==> src/rtl/distribute_in.sv <==
// +---------------------------------------------------------------------------+
// | Module   : distribute_in                                                  |
// | Function : routes activation groups and weight slices to MUL lanes       |
// |            through one-entry registered stages with valid/avail handshake |
// | Revision : 1.0  initial release                                           |
// +---------------------------------------------------------------------------+
`default_nettype none

module distribute_in #(
   parameter int NUM_DATA_INPUTS        = 1,
   parameter int GROUP_SIZE             = 2,
   parameter int DATA_WIDTH             = 8,
   parameter int NUM_DATA_OUTPUTS       = 1,
   parameter int LOG_MAX_ITERS          = 4,
   parameter int LOG_MAX_READS_PER_ITER = 8
) (
   input  logic                                               clk,
   input  logic                                               rst,
   input  logic                                               configure,
   input  logic                                               conf_mode,
   input  logic [LOG_MAX_ITERS-1:0]                           num_iters,
   input  logic [LOG_MAX_READS_PER_ITER-1:0]                  num_reads_per_iter,
   input  logic [NUM_DATA_INPUTS*GROUP_SIZE*DATA_WIDTH-1:0]   act_data_in,
   input  logic [NUM_DATA_INPUTS-1:0]                         act_valid_in,
   output logic [NUM_DATA_INPUTS-1:0]                         act_avail_out,
   input  logic [NUM_DATA_OUTPUTS*DATA_WIDTH-1:0]             weights_data_in,
   input  logic                                               weights_valid_in,
   output logic                                               weights_avail_out,
   output logic [NUM_DATA_OUTPUTS*GROUP_SIZE*DATA_WIDTH-1:0]  data_out,
   output logic [NUM_DATA_OUTPUTS-1:0]                        valid_out,
   input  logic [NUM_DATA_OUTPUTS-1:0]                        avail_in,
   output logic [NUM_DATA_OUTPUTS*DATA_WIDTH-1:0]             weights_data_out,
   output logic [NUM_DATA_OUTPUTS-1:0]                        weights_valid_out,
   input  logic [NUM_DATA_OUTPUTS-1:0]                        weights_avail_in
);

   localparam int c_GW = GROUP_SIZE * DATA_WIDTH;
   localparam int c_TW = LOG_MAX_ITERS + LOG_MAX_READS_PER_ITER;

   localparam logic [0:0] c_IDLE = 1'b0;
   localparam logic [0:0] c_RUN  = 1'b1;

   localparam logic [c_TW-1:0] c_ONE = c_TW'(1);

   logic [0:0]                        r_state;
   logic                              r_mode;
   logic [c_TW-1:0]                   r_total;
   logic [c_TW-1:0]                   r_act_cnt;
   logic [c_TW-1:0]                   r_wt_cnt;
   logic [NUM_DATA_OUTPUTS-1:0]       r_valid;
   logic [NUM_DATA_OUTPUTS-1:0]       r_wvalid;
   logic [NUM_DATA_OUTPUTS*c_GW-1:0]  r_data;
   logic [NUM_DATA_OUTPUTS*DATA_WIDTH-1:0] r_wdata;

   logic                              w_run;
   logic                              w_act_done;
   logic                              w_wt_done;
   logic [NUM_DATA_OUTPUTS-1:0]       w_free;
   logic [NUM_DATA_OUTPUTS-1:0]       w_wfree;
   logic                              w_all_free;
   logic                              w_all_wfree;
   logic                              w_act0_xfer;
   logic                              w_wt_load;
   logic [NUM_DATA_OUTPUTS-1:0]       w_act_load;
   logic [NUM_DATA_OUTPUTS*c_GW-1:0]  w_act_src;
   logic [c_TW-1:0]                   w_new_total;
   logic                              w_lanes_empty;

   assign w_new_total   = c_TW'(num_iters) * c_TW'(num_reads_per_iter);
   assign w_run         = (r_state == c_RUN);
   assign w_act_done    = (r_act_cnt == r_total);
   assign w_wt_done     = (r_wt_cnt == r_total);
   assign w_lanes_empty = ~(|r_valid) & ~(|r_wvalid);

   // A lane can accept when empty, or when its current word leaves this cycle.
   assign w_free      = ~r_valid  | avail_in;
   assign w_wfree     = ~r_wvalid | weights_avail_in;
   assign w_all_free  = &w_free;
   assign w_all_wfree = &w_wfree;

   assign w_act0_xfer       = act_valid_in[0] & act_avail_out[0];
   assign weights_avail_out = w_run & ~w_wt_done & w_all_wfree;
   assign w_wt_load         = weights_valid_in & weights_avail_out;

   generate
      for (genvar i = 0; i < NUM_DATA_INPUTS; i++) begin : g_act_avail
         if (i == 0) begin : g_in0
            assign act_avail_out[i] = w_run & ~w_act_done & (r_mode ? w_free[0] : w_all_free);
         end else if (i < NUM_DATA_OUTPUTS) begin : g_own
            assign act_avail_out[i] = w_run & ~w_act_done & r_mode & w_free[i];
         end else begin : g_none
            assign act_avail_out[i] = 1'b0;
         end
      end

      for (genvar j = 0; j < NUM_DATA_OUTPUTS; j++) begin : g_lane_src
         if (j < NUM_DATA_INPUTS) begin : g_own
            assign w_act_load[j] = r_mode ? (act_valid_in[j] & act_avail_out[j]) : w_act0_xfer;
            assign w_act_src[j*c_GW +: c_GW] = r_mode ? act_data_in[j*c_GW +: c_GW]
                                                      : act_data_in[0 +: c_GW];
         end else begin : g_bcast
            assign w_act_load[j] = ~r_mode & w_act0_xfer;
            assign w_act_src[j*c_GW +: c_GW] = act_data_in[0 +: c_GW];
         end
      end
   endgenerate

   always_ff @(posedge clk or negedge rst) begin
      if (!rst) begin
         r_state   <= c_IDLE;
         r_mode    <= 1'b0;
         r_total   <= '0;
         r_act_cnt <= '0;
         r_wt_cnt  <= '0;
      end else if (configure) begin
         r_mode    <= conf_mode;
         r_total   <= w_new_total;
         r_act_cnt <= '0;
         r_wt_cnt  <= '0;
         r_state   <= (w_new_total == '0) ? c_IDLE : c_RUN;
      end else begin
         if (w_act0_xfer) begin
            r_act_cnt <= r_act_cnt + c_ONE;
         end
         if (w_wt_load) begin
            r_wt_cnt <= r_wt_cnt + c_ONE;
         end
         if (w_run && w_act_done && w_wt_done && w_lanes_empty) begin
            r_state <= c_IDLE;
         end
      end
   end

   // A load wins over a drain so back-to-back transfers keep valid high.
   always_ff @(posedge clk or negedge rst) begin
      if (!rst) begin
         r_valid  <= '0;
         r_wvalid <= '0;
         r_data   <= '0;
         r_wdata  <= '0;
      end else if (configure) begin
         r_valid  <= '0;
         r_wvalid <= '0;
         r_data   <= '0;
         r_wdata  <= '0;
      end else begin
         for (int j = 0; j < NUM_DATA_OUTPUTS; j++) begin
            if (w_act_load[j]) begin
               r_valid[j]                <= 1'b1;
               r_data[j*c_GW +: c_GW]    <= w_act_src[j*c_GW +: c_GW];
            end else if (avail_in[j]) begin
               r_valid[j]                <= 1'b0;
            end
            if (w_wt_load) begin
               r_wvalid[j]                         <= 1'b1;
               r_wdata[j*DATA_WIDTH +: DATA_WIDTH] <= weights_data_in[j*DATA_WIDTH +: DATA_WIDTH];
            end else if (weights_avail_in[j]) begin
               r_wvalid[j]                         <= 1'b0;
            end
         end
      end
   end

   assign data_out          = r_data;
   assign valid_out         = r_valid;
   assign weights_data_out  = r_wdata;
   assign weights_valid_out = r_wvalid;

endmodule

`default_nettype wire

==> config.mk <==
export PLATFORM = sky130hd
export DESIGN_NAME = distribute_in
export DESIGN_NICKNAME = d
export VERILOG_FILES = /design/src/rtl/distribute_in.sv
export SDC_FILE = /design/constraint.sdc
export NUM_CORES = 1
export LEC_CHECK = 0
export ABC_CLOCK_PERIOD_IN_PS = 4700
export CAP_MARGIN = 20
export CELL_PAD_IN_SITES_DETAIL_PLACEMENT = 1
export CELL_PAD_IN_SITES_GLOBAL_PLACEMENT = 1
export CORE_MARGIN = 5
export CORE_UTILIZATION = 45
export CTS_BUF_LIST = sky130_fd_sc_hd__clkbuf_16
export DETAILED_ROUTE_END_ITERATION = 10
export DONT_BUFFER_PORTS = 1
export PLACE_DENSITY = 0.83
export SYNTH_ARGS = -nofsm -noshare
export SYNTH_HDL_FRONTEND = slang
export SYNTH_SLANG_ARGS = --single-unit
==> constraint.sdc <==
create_clock -name clk -period 4.7 [get_ports clk]
set_clock_uncertainty 0.05 [all_clocks]
set_input_delay 0.47 -clock clk [delete_from_list [all_inputs] [get_ports clk]]
set_output_delay 0.47 -clock clk [all_outputs]
set_load 0.02 [all_outputs]
==> metrics.cfg <==
[outcome]
status=finished, final reports clean

[detailed_routing]
drc=0
wl_per_cell_um=18.7
drt_first_pass_iters=4
drt-vias-per-instance=5.71
drt_iter0_markers=107
vias=3047
drt_wl_total_um=9980
drtAntennaViolNets=0

[yosys]
yosysMostFrequentCell=dfrtp_1
netlist-cell-type-count=36
syn_inst=423
yosys_warnings=0
yosys.area.top_type=dfrtp_1
synth_flop_cell=dfrtp_1
ys_seq_elements=63
synth_edf_count=0
syn_avg_cell_area_um2=9.64
synth.top_cell.area_share_pct=38.7
syn_area_um2=4080
synth_common_cells=63 x dfrtp_1, 51 x nor2_1, 29 x inv_1, 29 x xor2_1, 27 x mux2i_1
seq_area_frac_synth_pct=38.7
synth.area.top_cells=dfrtp_1 39%, mux2i_1 6.6%, xor2_1 6.2%
async_reset_ff_share_pct=100
synth_fp_nets=497

[place]
place.port_buffers=0
dpl.cell_count=516
place_congestion=0.807
place_hpwl_um=7140

[cts]
cts_resized=0
cts_max_level=3
ctsLongestPathBuffers=2
cts_hold_buf=2
tritoncts=yes
postCtsSetupBuffers=0
numCtsBuffers=9
cts-root-buf=clkbuf_16
clk_pin_slew_ns=0.06
cts.sinks=63
insertion_delay_ns=0.34

[sta]
tightest_slew_ns=0.775
finalCritPeriodShare_pct=67.6
rsz0062_at_grt=false
slew_violations=0
hold_violations=0
setup_tns_ns=0
fin_crit_ns=3.18
fmax_ghz=0.315
setup_viol=0
relSlewSlack_pct=48.3

[grt]
grt_antenna_before_repair=0
grt_pass1_vias=3342
met1_usage_pct=22.7
grt_max_degree=74
grt_pass1_wl_um=16800
gr-max-usage-layer=met2
grtUsageMet2_pct=32.3
grt.total_usage_pct=18.8
use_met3_pct=4.87
grt_overflow_total=0

[cells_and_area]
n_fill_cell=1010
stdcell_count=534
area_growth_pct=9.33
antennaDiodeCount=0
multi_input_area_um2=2300
final_nets=495
seq_area_um2=1580
drive_above_1_share_pct=7.51

[setup_path]
cpPeakStageDelay_ns=0.53
worst-path-max-fanout=8
crit_type=in2reg
crit_path_cell_trace=and2_1 > fa_1 > inv_1 > fa_1 > inv_1 > ha_1 > nor2b_1 > o31ai_1 > o2bb2ai_1 > xnor2_1 > nor3b_1 > a31oi_1
endpoint_kind=flip-flop
crit_buf_inv=2
cp_top_family=adder cells
slowest_stage=fa_1
cp-startpoint=num_iters[3]
arrival_ns=3.33
critPathRequiredTime_ns=4.85
start_kind=primary input
r2r_start=r_act_cnt[2]

[pwr]
power.leakage_nw=2.12
powerDensity_nw_per_um2=378
ir_worst_vdd_mv=0.227

[run]
drv_cap=0

[die]
core_um2=8760
die_w_um=105
io_pins=72
dieHeight_um=105
die-area_um2=11100
placementRows=34
initial_utilization_pct=46.5

[min_path]
hp-class=in2reg
hp-start=configure

[per-layer routing]
metal | wire length [um] | part of all wire [%]
met1 | 4240 | 42
met2 | 5230 | 52
met3 | 353 | 3.5
met4 | 157 | 1.6
met5 | 0 | 0
[flip-flops by register name, summed over array words and instances (netlist names)]
register	cells
r_state	1
r_wt_cnt	12
r_total	12
weights_data_out	8
r_act_cnt	12
data_out	16
weights_valid_out	1
valid_out	1
[power by group]
part / switching [mW] / total, mW / leakage, nW / internal [mW]
registers: 0.0850 / 0.680 / 0.832 / 0.595
logic: 0.184 / 0.343 / 1.14 / 0.158
clock network: 0.254 / 0.665 / 0.143 / 0.411
total: 0.523 / 1.69 / 2.12 / 1.16
[final cells by class]
type,count,share of cell area [%]
clock buffer,9,5.05
clock inverter,7,1.63
inverter,29,2.44
multi-input combinational,316,51.7
sequential,63,35.4
tap,108,3.03
timing repair buffer,2,0.842
[through the flow]
step                      instance area [um2]  util (%)  power (mW)  setup slack, ns  hold WS, ns
after global placement                   4120      47.1       0.996             1.18        0.128
final                                    4460      50.9        1.69             1.52        0.161
after detailed placement                 4120      47.1        1.02             1.16        0.128
after global routing                     4460      50.9        1.79             1.32        0.151
after CTS                                4460      50.9        1.71             1.49        0.141
after floorplan                          4080         -       0.949             1.43        0.124
[layout by cell type (no fill, tap or decap), drive strengths merged, types with 6 or more instances in the layout]
cell type,synthesis,final
dfrtp,63,63
nor2,51,51
inv,29,30
xor2,29,29
mux2i,27,27
and2,24,24
nand2,23,23
a21oi,20,20
ha,18,18
nand3,15,15
o21ai,14,14
fa,12,12
nor4,12,12
mux2,11,11
clkbuf,9,9
nand4,8,8
or3,8,8
o31ai,6,6
xnor2,6,6
or4,6,6
[kinds of logic (layout without fill, tap and decap cells)]
group	Yosys count	count (layout)	share of synthesized area, %
AO/OA/AOI/OAI	50	50	7.15
AND/OR/NAND/NOR	163	163	20.7
multiplexers	38	38	9.66
XOR/XNOR	35	35	7.52
buffers and inverters	44	47	4.88
flip-flops	63	63	38.7
adder cells (fa/ha/maj)	30	30	11.4
[final timing paths]
kind,end,slack [ns],depth (start not counted)
worst max-delay path,r_state,1.52,12
worst min-delay path,r_wt_cnt[4],0.16,1
worst max register to register,r_act_cnt[10],2.13,6
worst min register to register,r_total[3],0.55,2
max in group asynchronous,r_act_cnt[11],3.67,2
min in group asynchronous,valid_out,0.67,2
(Power assumes the default switching activity.)
